<file path="src/rtl/sync_updown_counter.sv">
// rtl/sync_updown_counter.sv - parametrised synchronous up/down counter
// Modulus, direction, parallel load, prescaler, wrap/saturate and terminal-count pulse.
module sync_updown_counter #(
  parameter int WIDTH    = 4,
  parameter int MODULO   = 16,
  parameter int SATURATE = 0,
  parameter int PRESCALE = 1
) (
  input  logic             clk,
  input  logic             rst,
  input  logic             en,
  input  logic             up,
  input  logic             load,
  input  logic [WIDTH-1:0] load_val,
  output logic [WIDTH-1:0] count,
  output logic             tc,
  output logic             at_zero,
  output logic             at_max
);

  if (MODULO < 2 || MODULO > 2**WIDTH || PRESCALE < 1) begin : g_bad_params
    $error("sync_updown_counter: illegal MODULO/PRESCALE for WIDTH");
  end

  // Compares are done one bit wider so MODULO == 2**WIDTH still fits.
  localparam logic [WIDTH:0]   MAXV = (WIDTH+1)'(MODULO - 1);
  localparam logic [WIDTH-1:0] MAXC = MAXV[WIDTH-1:0];
  localparam logic [WIDTH-1:0] ONE  = WIDTH'(1);

  logic [WIDTH:0]   cnt_ext;
  logic [WIDTH:0]   ld_ext;
  logic [WIDTH-1:0] nxt;
  logic             step;
  logic             at_bound;

  assign cnt_ext  = {1'b0, count};
  assign ld_ext   = {1'b0, load_val};
  assign at_zero  = (count == '0);
  assign at_max   = (cnt_ext == MAXV);
  assign at_bound = up ? at_max : at_zero;

  // Off the boundary the step cannot overflow, so WIDTH bits suffice here.
  always_comb begin
    nxt = count;
    if (at_bound) begin
      if (SATURATE == 0) nxt = up ? '0 : MAXC;
    end else begin
      nxt = up ? count + ONE : count - ONE;
    end
  end

  always_ff @(posedge clk) begin
    if (rst) begin
      count <= '0;
      tc    <= 1'b0;
    end else if (load) begin
      count <= (ld_ext > MAXV) ? MAXC : load_val;
      tc    <= 1'b0;
    end else if (step) begin
      count <= nxt;
      tc    <= at_bound;
    end else begin
      tc    <= 1'b0;
    end
  end

  if (PRESCALE > 1) begin : g_presc
    localparam int            PW    = $clog2(PRESCALE);
    localparam logic [PW-1:0] PLAST = PW'(PRESCALE - 1);
    logic [PW-1:0] presc;

    assign step = en && (presc == PLAST);

    // A gap in en holds the phase; only rst and load restart the period.
    always_ff @(posedge clk) begin
      if (rst || load) begin
        presc <= '0;
      end else if (en) begin
        presc <= (presc == PLAST) ? '0 : presc + PW'(1);
      end
    end
  end else begin : g_nopresc
    assign step = en;
  end

endmodule

</file>
<file path="config.mk">
export PLATFORM = sky130hd
export DESIGN_NAME = sync_updown_counter
export DESIGN_NICKNAME = d
export VERILOG_FILES = /design/src/rtl/sync_updown_counter.sv
export SDC_FILE = /design/constraint.sdc
export NUM_CORES = 1
export LEC_CHECK = 0
export ABC_CLOCK_PERIOD_IN_PS = 2400
export CAP_MARGIN = 30
export CORE_AREA = 2 2 39 41
export CTS_CLUSTER_SIZE = 8
export DETAILED_ROUTE_END_ITERATION = 8
export DIE_AREA = 0 0 41 43
export HOLD_SLACK_MARGIN = 0.1
export REMOVE_ABC_BUFFERS = 1
export SLEW_MARGIN = 10
export SYNTH_ARGS = -nofsm -noshare
export SYNTH_HDL_FRONTEND = slang
export SYNTH_SLANG_ARGS = --single-unit
export TNS_END_PERCENT = 100
</file>
<file path="constraint.sdc">
create_clock -name clk -period 2.4 [get_ports clk]
set_clock_uncertainty 0.05 [all_clocks]
set_input_delay 0.48 -clock clk [delete_from_list [all_inputs] [get_ports clk]]
set_output_delay 0.48 -clock clk [all_outputs]
set_load 0.02 [all_outputs]
</file>
==> impl_summary.txt <==
----------------------------------------------------
[Global routing]
  Antenna violations before repair ... 0
  Number of global-route vias before repair ... 305
  Maximum number of pins on one net before global-route repair ... 10
  Overflow after GRT ... 0
  Aggregate global-route resource usage ... 10.76%
  Wire length of the first global-routing pass ... 1207 um

[Timing]
  Final count of hold timing violations ... 0
  Number of max-slew violations in the final report ... 0
  Period utilisation layout ... 89.78%
  Transition time at the pin with the least slew margin ... 0.3170 ns
  Fin crit period ... 2.155 ns
  Max Freq ... 0.4641 GHz
  Unrepaired setup endpoints after global routing ... false
  Setup_tns ... 0 ns
  Worst rel slew slack ... 78.84%
  Setup-violating endpoint count in the final report ... 0

[Worst setup path]
  Required time worst endpoint ... 1.87 ns
  Worst Setup EP ... at_max
  Critical setup path kind ... reg -> out
  Slowest cell on crit path ... sky130_fd_sc_hd__clkdlybuf4s50_1
  Crit-path cells ... and4_4 -> clkdlybuf4s50_1
  Worst-path fanout max ... 6
  Worst reg2reg path startpoint ... count[1]
  Worst reg2reg endpoint ... count[3]
  Largest incremental delay on the critical path ... 0.60 ns
  R2R setup slack ... 0.88 ns
  Element type at the critical path end ... primary output
  Worst Setup Start Kind ... flip-flop
  Depth of the most critical reg-to-reg path ... 5
  Arrival time of the worst setup path ... 1.62 ns
  Worst setup path start ... count[0]

[CTS]
  Number of CTS-inserted buffers ... 3
  Maximum level of the CTS H-tree ... 1
  CTS Buffer Depth ... 2
  Buffers inserted during post-CTS setup optimization ... 0
  CTS tree ... done
  Post-CTS Resized ... 0
  Number of hold buffers added after CTS ... 0
  Clk pin slew, worst setup/hold paths ... 0.04 ns
  Num Clock Sinks ... 5
  Root cell of the clock tree ... sky130_fd_sc_hd__clkbuf_4
  Worst-skew pair later-pin latency ... 0.24 ns

[Synthesis]
  Average size of a mapped cell ... 8.639 um2
  Cells after Synth ... 42
  Post-synthesis instance area ... 362.8 um2
  Area share of the largest cell type after synthesis ... 27.59%
  Yosys synthesis warning count ... 0
  Synth cell types ... 20
  Number of flops mapped to enable cells by yosys ... 0
  Most common flop cell mapped by yosys ... sky130_fd_sc_hd__dfxtp_1
  #FFs+latches synth ... 5
  Sequential share of the synthesized area ... 27.59%
  Proportion of register bits with asynchronous set or reset after synthesis ... 0%
  Commonest cells in the netlist ... sky130_fd_sc_hd__a21oi_1 (6), sky130_fd_sc_hd__nor2_1 (6), sky130_fd_sc_hd__dfxtp_1 (5)
  Most area-consuming cells after synthesis ... sky130_fd_sc_hd__dfxtp_1 (28%), sky130_fd_sc_hd__a21oi_1 (8.3%), sky130_fd_sc_hd__ha_1 (6.9%)
  Yosys top cell by area ... sky130_fd_sc_hd__dfxtp_1

[Route]
  Violation count after the first detailed-routing iteration ... 2
  Via count ... 355
  Drt first pass iters ... 3
  Wirelength, routed ... 790 um
  Final routed wire length divided by cell count ... 10.39 um
  DRC violations left ... 0
  DRT antenna net count ... 0
  Ratio of routed vias to standard cells ... 4.671

[Placed design]
  Sum of net half-perimeters after detailed placement ... 618.6 um
  Placement-stage cell area ... 528.0 um2
  Global placer's final weighted congestion ... 0.7436
  Number of I/O port buffers ... 15

[Pwr]
  Pwr per Cell Area ... 558.4 mW/mm2
  Peak ir drop on the vdd network ... 0.3066 mV
  Reported leakage power ... 0.2212 nW
  Total chip power ... 0.3095 mW

[Final layout]
  Final #Nets ... 73
  Layout area overhead ... 52.76%
  N_diodes ... 0
  Fraction of final layout cells sized beyond drive strength 1 ... 13.33%
  Final design instance area without fill ... 554.3 um2
  Final-layout fill cell count ... 143

[Floorplanning]
  Die boundary width ... 41 um
  Core area ... 0.001384 mm2
  Number of primary I/O pins ... 16
  Initial cell density of the core ... 26.22%
  Die height ... 43 um
  Floorplan die area ... 0.001763 mm2
  Number of placement rows ... 14

[Status]
  Outcome ... complete, no violations

[Min path]
  Class of the most critical hold timing path ... reg -> reg

[Flow run]
  Number of max-cap violations ... 0

----------------------------------------------------
==> metal layers <==
layer | up-vias | wire length [um] | track usage, %
met1 | 161 | 337 | 12.62
li1 | 183 | - | -
met3 | 0 | 58 | 9.424
met2 | 11 | 393 | 14.69
met5 | - | 0 | 0
met4 | 0 | 0 | 2.000
==> worst max-delay path, delay by kind of cell, from the launching register on <==
family / cells / cell delay (ns)
simple gates: 1 / 0.28
buf+inv: 1 / 0.60
flops: 1 / 0.50
==> sequential cells by signal (all words and copies together), names as in the netlist <==
signal,cells
tc,1
count,4
==> kinds of logic after synthesis <==
logic type	synth area share [%]
AOI/OAI and AO/OA	16.55
xor gates and xnor gates	9.657
adders and majority gates	12.41
buffers and inverters	2.411
DFF	27.59
and+or+nand+nor	31.38
==> where the power goes <==
part	total [mW]	switching (mW)	internal (mW)	leakage, nW
Combinational	0.103	0.0457	0.0575	0.165
Clock	0.0991	0.0362	0.0630	0.0150
Sequential	0.107	0.0159	0.0913	0.0414
==> through the flow <==
| step | utilization, % | setup slack [ns] | cells | hold slack, ns |
|---|---|---|---|---|
| final | 40.05 | 0.2453 | 76 | 0.6989 |
| after CTS | 40.05 | 0.2238 | 76 | 0.7025 |
| after detailed placement | 38.16 | 0.1884 | 72 | 0.6911 |
| after global routing | 40.05 | 0.1605 | 76 | 0.7321 |
| after global placement | 38.16 | 0.2206 | 72 | 0.6883 |
| after floorplan | - | 0.8535 | 41 | 0.4995 |
==> area by class of cell <==
class	instances	area (um2)	area share (%)
multi-input cells	35	254.0	45.82
repair buffers	15	150.1	27.09
flip-flops and latches	5	100.1	18.06
clock buffers	4	26.28	4.740
well taps	16	20.02	3.612
inverters	1	3.754	0.6772
==> how the worst min path moves through the flow <==
stage / from / to / slack (ns) / cells past startpoint
2_1_floorplan: rst / tc / 0.50 / 1
3_5_place_dp: count[2] / count[2] / 0.69 / 4
4_1_cts: count[2] / count[2] / 0.70 / 4
5_1_grt: count[2] / count[2] / 0.73 / 4
6_report: count[2] / count[2] / 0.70 / 4
3_3_place_gp: count[2] / count[2] / 0.69 / 4
==> layout by cell type, fill, tap and decap left out <==
cell type                         Yosys  layout
sky130_fd_sc_hd__clkbuf_4             0       3
sky130_fd_sc_hd__nor4_4               1       1
sky130_fd_sc_hd__a21bo_2              1       1
sky130_fd_sc_hd__clkbuf_1             0       1
sky130_fd_sc_hd__o21ai_0              1       1
sky130_fd_sc_hd__nand2_2              1       1
sky130_fd_sc_hd__xor2_1               2       2
sky130_fd_sc_hd__fa_1                 1       1
sky130_fd_sc_hd__nor2b_1              2       2
sky130_fd_sc_hd__a21boi_1             1       1
sky130_fd_sc_hd__dfxtp_1              5       5
sky130_fd_sc_hd__nor3_1               4       4
sky130_fd_sc_hd__nor3b_2              1       1
sky130_fd_sc_hd__and4_4               1       1
sky130_fd_sc_hd__clkdlybuf4s50_1      0      15
sky130_fd_sc_hd__ha_1                 2       2
sky130_fd_sc_hd__a21oi_1              6       6
sky130_fd_sc_hd__nand2_1              2       2
sky130_fd_sc_hd__a21o_1               1       1
sky130_fd_sc_hd__nor2_1               6       6
sky130_fd_sc_hd__xnor2_1              2       2
sky130_fd_sc_hd__inv_1                1       1
(Power assumes the default switching activity.)
